$ cat src/rtl/wb_arbiter_2m_if.sv
// One Wishbone link: the arbiter takes two of these as slave-side ports
// (one per master) and drives a third, master-side, toward the shared slave.
interface wb_arbiter_2m_if;
  logic        cyc;
  logic        stb;
  logic        we;
  logic [31:0] addr;
  logic [31:0] dat_w;
  logic [31:0] dat_r;
  logic [3:0]  sel;
  logic [2:0]  cti;
  logic        ack;
  logic        err;

  // The shared slave reports no error, so the master side does not take err in.
  modport master (
    output cyc, stb, we, addr, dat_w, sel, cti,
    input  dat_r, ack
  );

  modport slave (
    input  cyc, stb, we, addr, dat_w, sel, cti,
    output dat_r, ack, err
  );
endinterface

$ cat src/rtl/wb_arbiter_2m.sv
// Round-robin two-master Wishbone arbiter in front of a single slave (SDRAM port),
// with a per-transfer wait timeout that aborts a stuck cycle and signals err.
module wb_arbiter_2m #(
  parameter int unsigned TIMEOUT = 256
) (
  input  logic                   wb_clk_i,
  input  logic                   wb_rst_i,
  wb_arbiter_2m_if.slave         m0,
  wb_arbiter_2m_if.slave         m1,
  wb_arbiter_2m_if.master        s,
  output logic [1:0]             grant_o
);

  localparam logic [15:0] TIMEOUT_LAST = 16'(TIMEOUT - 1);

  typedef enum logic [1:0] {
    IDLE,
    GNT0,
    GNT1,
    ABORT
  } state_t;

  state_t      state;
  state_t      state_next;
  logic        rr_last;
  logic        rr_last_next;
  logic        owner;
  logic        owner_next;
  logic [15:0] wait_cnt;
  logic [15:0] wait_cnt_next;

  logic        in_grant;
  logic        timeout_hit;
  logic        sel_cyc;
  logic        sel_stb;
  logic        sel_we;
  logic [31:0] sel_addr;
  logic [31:0] sel_dat;
  logic [3:0]  sel_sel;
  logic [2:0]  sel_cti;

  // The owner register selects which master's request is forwarded; it is
  // only meaningful in GNT0/GNT1/ABORT.
  always_comb begin
    sel_cyc  = m0.cyc;
    sel_stb  = m0.stb;
    sel_we   = m0.we;
    sel_addr = m0.addr;
    sel_dat  = m0.dat_w;
    sel_sel  = m0.sel;
    sel_cti  = m0.cti;
    if (owner) begin
      sel_cyc  = m1.cyc;
      sel_stb  = m1.stb;
      sel_we   = m1.we;
      sel_addr = m1.addr;
      sel_dat  = m1.dat_w;
      sel_sel  = m1.sel;
      sel_cti  = m1.cti;
    end
  end

  assign in_grant    = (state == GNT0) || (state == GNT1);
  assign timeout_hit = in_grant && sel_cyc && sel_stb && !s.ack &&
                       (wait_cnt == TIMEOUT_LAST);

  always_ff @(posedge wb_clk_i) begin
    if (wb_rst_i) begin
      state    <= IDLE;
      rr_last  <= 1'b1;
      owner    <= 1'b0;
      wait_cnt <= 16'd0;
    end else begin
      state    <= state_next;
      rr_last  <= rr_last_next;
      owner    <= owner_next;
      wait_cnt <= wait_cnt_next;
    end
  end

  // On a tie, master 0 wins unless it was the last one served.
  always_comb begin
    state_next   = state;
    rr_last_next = rr_last;
    owner_next   = owner;
    unique case (state)
      IDLE: begin
        if (m0.cyc && (!m1.cyc || rr_last)) begin
          state_next   = GNT0;
          rr_last_next = 1'b0;
          owner_next   = 1'b0;
        end else if (m1.cyc) begin
          state_next   = GNT1;
          rr_last_next = 1'b1;
          owner_next   = 1'b1;
        end
      end
      GNT0, GNT1: begin
        if (!sel_cyc) begin
          state_next = IDLE;
        end else if (timeout_hit) begin
          state_next = ABORT;
        end
      end
      ABORT: begin
        if (!sel_cyc) begin
          state_next = IDLE;
        end
      end
      default: state_next = IDLE;
    endcase
  end

  always_comb begin
    wait_cnt_next = 16'd0;
    if (in_grant && sel_stb && !s.ack) begin
      wait_cnt_next = (wait_cnt == 16'hFFFF) ? wait_cnt : wait_cnt + 16'd1;
    end
  end

  // Read data is broadcast; only the owner ever sees ack, so the other master ignores it.
  always_comb begin
    s.cyc    = 1'b0;
    s.stb    = 1'b0;
    s.we     = 1'b0;
    s.addr   = 32'd0;
    s.dat_w  = 32'd0;
    s.sel    = 4'd0;
    s.cti    = 3'd0;
    m0.dat_r = s.dat_r;
    m1.dat_r = s.dat_r;
    m0.ack   = 1'b0;
    m1.ack   = 1'b0;
    m0.err   = 1'b0;
    m1.err   = 1'b0;
    grant_o  = 2'b00;
    if (in_grant) begin
      s.cyc   = sel_cyc;
      s.stb   = sel_stb;
      s.we    = sel_we;
      s.addr  = sel_addr;
      s.dat_w = sel_dat;
      s.sel   = sel_sel;
      s.cti   = sel_cti;
      if (owner) begin
        m1.ack = s.ack;
        m1.err = timeout_hit && !wb_rst_i;
      end else begin
        m0.ack = s.ack;
        m0.err = timeout_hit && !wb_rst_i;
      end
    end
    if (in_grant || (state == ABORT)) begin
      grant_o = owner ? 2'b10 : 2'b01;
    end
  end

endmodule

$ cat src/flat_wrapper.sv
// flat-port wrapper written by rule: the top's interface ports become plain ports
module wb_arbiter_2m_flat 
#(
  parameter int unsigned TIMEOUT = 256
)
  (wb_clk_i, wb_rst_i, grant_o, m0_cyc, m0_stb, m0_we, m0_addr, m0_dat_w, m0_sel, m0_cti, m0_dat_r, m0_ack, m0_err, m1_cyc, m1_stb, m1_we, m1_addr, m1_dat_w, m1_sel, m1_cti, m1_dat_r, m1_ack, m1_err, s_cyc, s_stb, s_we, s_addr, s_dat_w, s_sel, s_cti, s_dat_r, s_ack);
  wb_arbiter_2m_if m0_i ();
  wb_arbiter_2m_if m1_i ();
  wb_arbiter_2m_if s_i ();
  input  logic wb_clk_i;
  input  logic wb_rst_i;
  output logic [1:0] grant_o;
  input wire logic [$bits(m0_i.cyc)-1:0] m0_cyc;
  input wire logic [$bits(m0_i.stb)-1:0] m0_stb;
  input wire logic [$bits(m0_i.we)-1:0] m0_we;
  input wire logic [$bits(m0_i.addr)-1:0] m0_addr;
  input wire logic [$bits(m0_i.dat_w)-1:0] m0_dat_w;
  input wire logic [$bits(m0_i.sel)-1:0] m0_sel;
  input wire logic [$bits(m0_i.cti)-1:0] m0_cti;
  output wire logic [$bits(m0_i.dat_r)-1:0] m0_dat_r;
  output wire logic [$bits(m0_i.ack)-1:0] m0_ack;
  output wire logic [$bits(m0_i.err)-1:0] m0_err;
  input wire logic [$bits(m1_i.cyc)-1:0] m1_cyc;
  input wire logic [$bits(m1_i.stb)-1:0] m1_stb;
  input wire logic [$bits(m1_i.we)-1:0] m1_we;
  input wire logic [$bits(m1_i.addr)-1:0] m1_addr;
  input wire logic [$bits(m1_i.dat_w)-1:0] m1_dat_w;
  input wire logic [$bits(m1_i.sel)-1:0] m1_sel;
  input wire logic [$bits(m1_i.cti)-1:0] m1_cti;
  output wire logic [$bits(m1_i.dat_r)-1:0] m1_dat_r;
  output wire logic [$bits(m1_i.ack)-1:0] m1_ack;
  output wire logic [$bits(m1_i.err)-1:0] m1_err;
  output wire logic [$bits(s_i.cyc)-1:0] s_cyc;
  output wire logic [$bits(s_i.stb)-1:0] s_stb;
  output wire logic [$bits(s_i.we)-1:0] s_we;
  output wire logic [$bits(s_i.addr)-1:0] s_addr;
  output wire logic [$bits(s_i.dat_w)-1:0] s_dat_w;
  output wire logic [$bits(s_i.sel)-1:0] s_sel;
  output wire logic [$bits(s_i.cti)-1:0] s_cti;
  input wire logic [$bits(s_i.dat_r)-1:0] s_dat_r;
  input wire logic [$bits(s_i.ack)-1:0] s_ack;
  assign m0_i.cyc = m0_cyc;
  assign m0_i.stb = m0_stb;
  assign m0_i.we = m0_we;
  assign m0_i.addr = m0_addr;
  assign m0_i.dat_w = m0_dat_w;
  assign m0_i.sel = m0_sel;
  assign m0_i.cti = m0_cti;
  assign m0_dat_r = m0_i.dat_r;
  assign m0_ack = m0_i.ack;
  assign m0_err = m0_i.err;
  assign m1_i.cyc = m1_cyc;
  assign m1_i.stb = m1_stb;
  assign m1_i.we = m1_we;
  assign m1_i.addr = m1_addr;
  assign m1_i.dat_w = m1_dat_w;
  assign m1_i.sel = m1_sel;
  assign m1_i.cti = m1_cti;
  assign m1_dat_r = m1_i.dat_r;
  assign m1_ack = m1_i.ack;
  assign m1_err = m1_i.err;
  assign s_cyc = s_i.cyc;
  assign s_stb = s_i.stb;
  assign s_we = s_i.we;
  assign s_addr = s_i.addr;
  assign s_dat_w = s_i.dat_w;
  assign s_sel = s_i.sel;
  assign s_cti = s_i.cti;
  assign s_i.dat_r = s_dat_r;
  assign s_i.ack = s_ack;
  wb_arbiter_2m #(.TIMEOUT(TIMEOUT)) u_core (.wb_clk_i(wb_clk_i), .wb_rst_i(wb_rst_i), .m0(m0_i), .m1(m1_i), .s(s_i), .grant_o(grant_o));
endmodule
$ cat config.mk
export PLATFORM = sky130hd
export DESIGN_NAME = wb_arbiter_2m_flat
export DESIGN_NICKNAME = d
export VERILOG_FILES = /design/src/rtl/wb_arbiter_2m_if.sv /design/src/rtl/wb_arbiter_2m.sv /design/src/flat_wrapper.sv
export SDC_FILE = /design/constraint.sdc
export NUM_CORES = 1
export LEC_CHECK = 0
export CAP_MARGIN = 20
export CORE_AREA = 5 5 123 125
export CTS_CLUSTER_SIZE = 12
export DETAILED_ROUTE_END_ITERATION = 12
export DIE_AREA = 0 0 128 130
export GPL_TIMING_DRIVEN = 1
export PLACE_DENSITY = 0.72
export REMOVE_ABC_BUFFERS = 1
export SYNTH_ARGS = -nofsm -noshare
export SYNTH_HDL_FRONTEND = slang
export SYNTH_SLANG_ARGS = --single-unit
$ cat constraint.sdc
create_clock -name wb_clk_i -period 1.8 [get_ports wb_clk_i]
set_clock_uncertainty 0.15 [all_clocks]
set_input_delay 0.27 -clock wb_clk_i [delete_from_list [all_inputs] [get_ports wb_clk_i]]
set_output_delay 0.27 -clock wb_clk_i [all_outputs]
set_load 0.1 [all_outputs]
==> reports/results.tsv <==
stage	metric	value	unit
setup_path	crit_arrival	1.95	ns
placement	io_buffers	230	
timing	fin_crit_sh	132	%
power	power_frac_clock	3.7	%
clock_network	clk_pin_slew_worst_paths	0.06	ns
timing	drv_slew	0	
timing	slew_headroom	64.4	%
clock_network	cts_sinks	20	
setup_path	critPathTopFamily	simple AND/OR/NAND/NOR gates	
logic_synthesis	synthTopCellsByCount	79 x mux2i_1, 74 x nor2b_1, 65 x buf_4, 20 x dfxtp_1, 18 x nand2_1	
power	switching_power	0.00884	W
clock_network	insertion_delay	0.26	ns
outcome	status	finished, violations left	
clock_network	cts_buffers	3	
final_layout	fillers	1002	
drt	ant_nets	0	
logic_synthesis	async_reset_ff_share	0	%
clock_network	h-tree-depth	1	
drt	vias_per_cell	4.89	
die	placeableCoreArea	13800	µm²
clock_network	tritoncts	yes	
setup_path	path_class	reg2out	
worst_hold_path	hp-class	reg2reg	
logic_synthesis	yosysMostFrequentCell	mux2i_1	
final_layout	drive_gt1_share	58.3	%
grt	grt_max_degree	16	
die	die_w	128	µm
drt	wirelength	22300	µm
logic_synthesis	yosys-top-cells-area	mux2i_1 27%, buf_4 17%, nor2b_1 16%, dfxtp_1 14%, nand2_1 2.3%	
grt	grt_pass1_wl	29500	µm
timing	setup_tns	-28.39	ns
die	die_h	130	µm
power	ir_drop	0.00133	V
final_layout	fin_area	8420	µm²
drt	post-route-drc-count	0	
timing	period_needed	2.37	ns
grt	antenna_found_initial	0	
clock_network	hold_buffers	0	
power	switching_share	52.4	%
grt	grt_overflow	0	
power	power.density	2000	nW/µm²
drt	drtIter0Drc	250	
logic_synthesis	avgSynthCellArea	7.82	µm²
drt	drtPass1Iterations	7	
logic_synthesis	ys_ff_latch	20	
grt	first_global_vias	4366	
timing	tightest_slew	0.518	ns
setup_path	cp_num_buf_inv	2	
timing	finalSetupViolations	97	
outcome	violations	setup timing	
job	drv_cap	0	
final_layout	syn_to_final_growth	187	%
logic_synthesis	netlist_area	2930	µm²
setup_path	start_kind	flip-flop	
placement	dp_hpwl	14900	µm
timing	rsz0062_at_grt	true	
power	power_report.internal_total	0.00804	W
timing	fin_ws	-0.570	ns
logic_synthesis	yosysUniqueCellTypes	37	
setup_path	critPathMaxFanout	2	
setup_path	crit_slowest_cell	or4_4	
setup_path	path_cells	or4_4 -> nor4_4 -> nand2_2 -> nor3b_2 -> buf_4 -> buf_12	
power	leakagePower	3.15	nW
clock_network	cts_max_path_buffers	2	
final_layout	fin_nets	817	
logic_synthesis	yosysTopAreaCell	mux2i_1	
placement	finalWeightedCongestion	0.930	
die	ios	327	
timing	hold_viol_final	0	
drt	routed-via-count	3952	
logic_synthesis	ys_warn_count	0	
setup_path	max_stage_delay	0.53	ns
setup_path	crit_path_end_kind	output port	
timing	fmax	0.422	GHz
logic_synthesis	synth_edf_count	0	
timing	timing.hold.ws	0.382	ns
placement	dpl_cell_area	6280	µm²
power	power_frac_seq	3.0	%
clock_network	clockRootBuffer	clkbuf_16	
logic_synthesis	ys.flop_type	dfxtp_1	
die	die_area	16600	µm²
logic_synthesis	ys_seq_area_share	13.7	%
drt	wl_per_cell	27.6	µm
logic_synthesis	yosysTopAreaCellShare	27.0	%
logic_synthesis	syn_inst	375	
die	row_count	43	
setup_path	crit_required	1.38	ns
final_layout	antenna_cells	0	
power	comb_power_share	93.3	%
grt	track_usage	24.1	%
die	initial_core_util	21.3	%
power	power	0.0169	W
## placed cells by master (no fill, tap or decap), types with 7 or more instances in the layout
master	netlist	layout
nor2_1	10	7
buf_6	0	18
nand2b_1	7	7
buf_4	65	55
dfxtp_1	20	13
buf_12	0	92
nand2_1	18	15
clkdlybuf4s50_1	0	150
mux2i_4	0	35
mux2i_1	79	21
buf_8	0	8
a21oi_1	8	7
mux2i_2	0	23
buf_16	0	9
nor2b_4	0	74
## per-stage QoR
step	util [%]	setup slack [ns]	instances
floorplan	-	-5.06	290
global placement	45.6	-0.475	771
detailed placement	45.6	-0.489	771
CTS	57.8	-0.565	810
global route	61.1	-0.637	809
finish	61.1	-0.570	809
## metal layers
layer / share of wire (%) / global-route usage (%) / up-vias / routed length, µm
met1: 38 / 30.1 / 1912 / 8370
met3: 12 / 10.8 / 26 / 2760
met4: 1.3 / 3.56 / 4 / 295
met5: 0.41 / 4.41 / - / 92
met2: 48 / 39.0 / 264 / 10800
li1: - / - / 1746 / -
## state kept, by name (all words and copies together) (netlist names)
signal           flops
u_core.wait_cnt     16
u_core.state         2
u_core.owner         1
u_core.rr_last       1
## cells by family after synthesis
logic type                 synth area share [%]
buffers and inverters                      20.1
adders and majority gates                  1.71
muxes                                      27.7
AOI/OAI and AO/OA                          7.72
and+or+nand+nor                            28.8
DFF                                        13.7
xor gates and xnor gates                  0.299
## path summary, 6_finish.rpt
| check | end | from | cells past startpoint | slack, ns |
|---|---|---|---|---|
| worst max-delay path | m0_err | u_core.wait_cnt[13] | 6 | -0.57 |
| worst min register to register | u_core.rr_last | u_core.rr_last | 1 | 0.38 |
| worst max register to register | u_core.wait_cnt[4] | u_core.state[1] | 8 | -0.30 |
| worst min-delay path | u_core.rr_last | u_core.rr_last | 1 | 0.38 |
## layout make-up
type	count	area [µm²]	area share (%)
clock inverter	1	30.0	0.357
tap	180	225	2.67
multi-input combinational	265	3260	38.7
clock buffer	3	75.1	0.892
timing repair buffer	335	4400	52.3
inverter	5	21.3	0.253
sequential	20	412	4.89
## timing repair
action / in CTS / in global routing
setup buffers: 41 / 23
hold endpoints to repair: 0 / 0
pin swaps: 12 / 19
gates resized for setup: 261 / 112
endpoints found under the setup margin: 90 / 98
cloned: 12 / 4
## power groups by stage
stage	combinational [W]	sequential [W]	clock [W]
floorplan	0.00678	0.000644	0
global placement	0.0118	0.000509	0
detailed placement	0.0118	0.000512	0
CTS	0.0156	0.000510	0.000622
global route	0.0161	0.000516	0.000641
finish	0.0157	0.000514	0.000618
No activity file was read; power rests on OpenSTA's default activity.
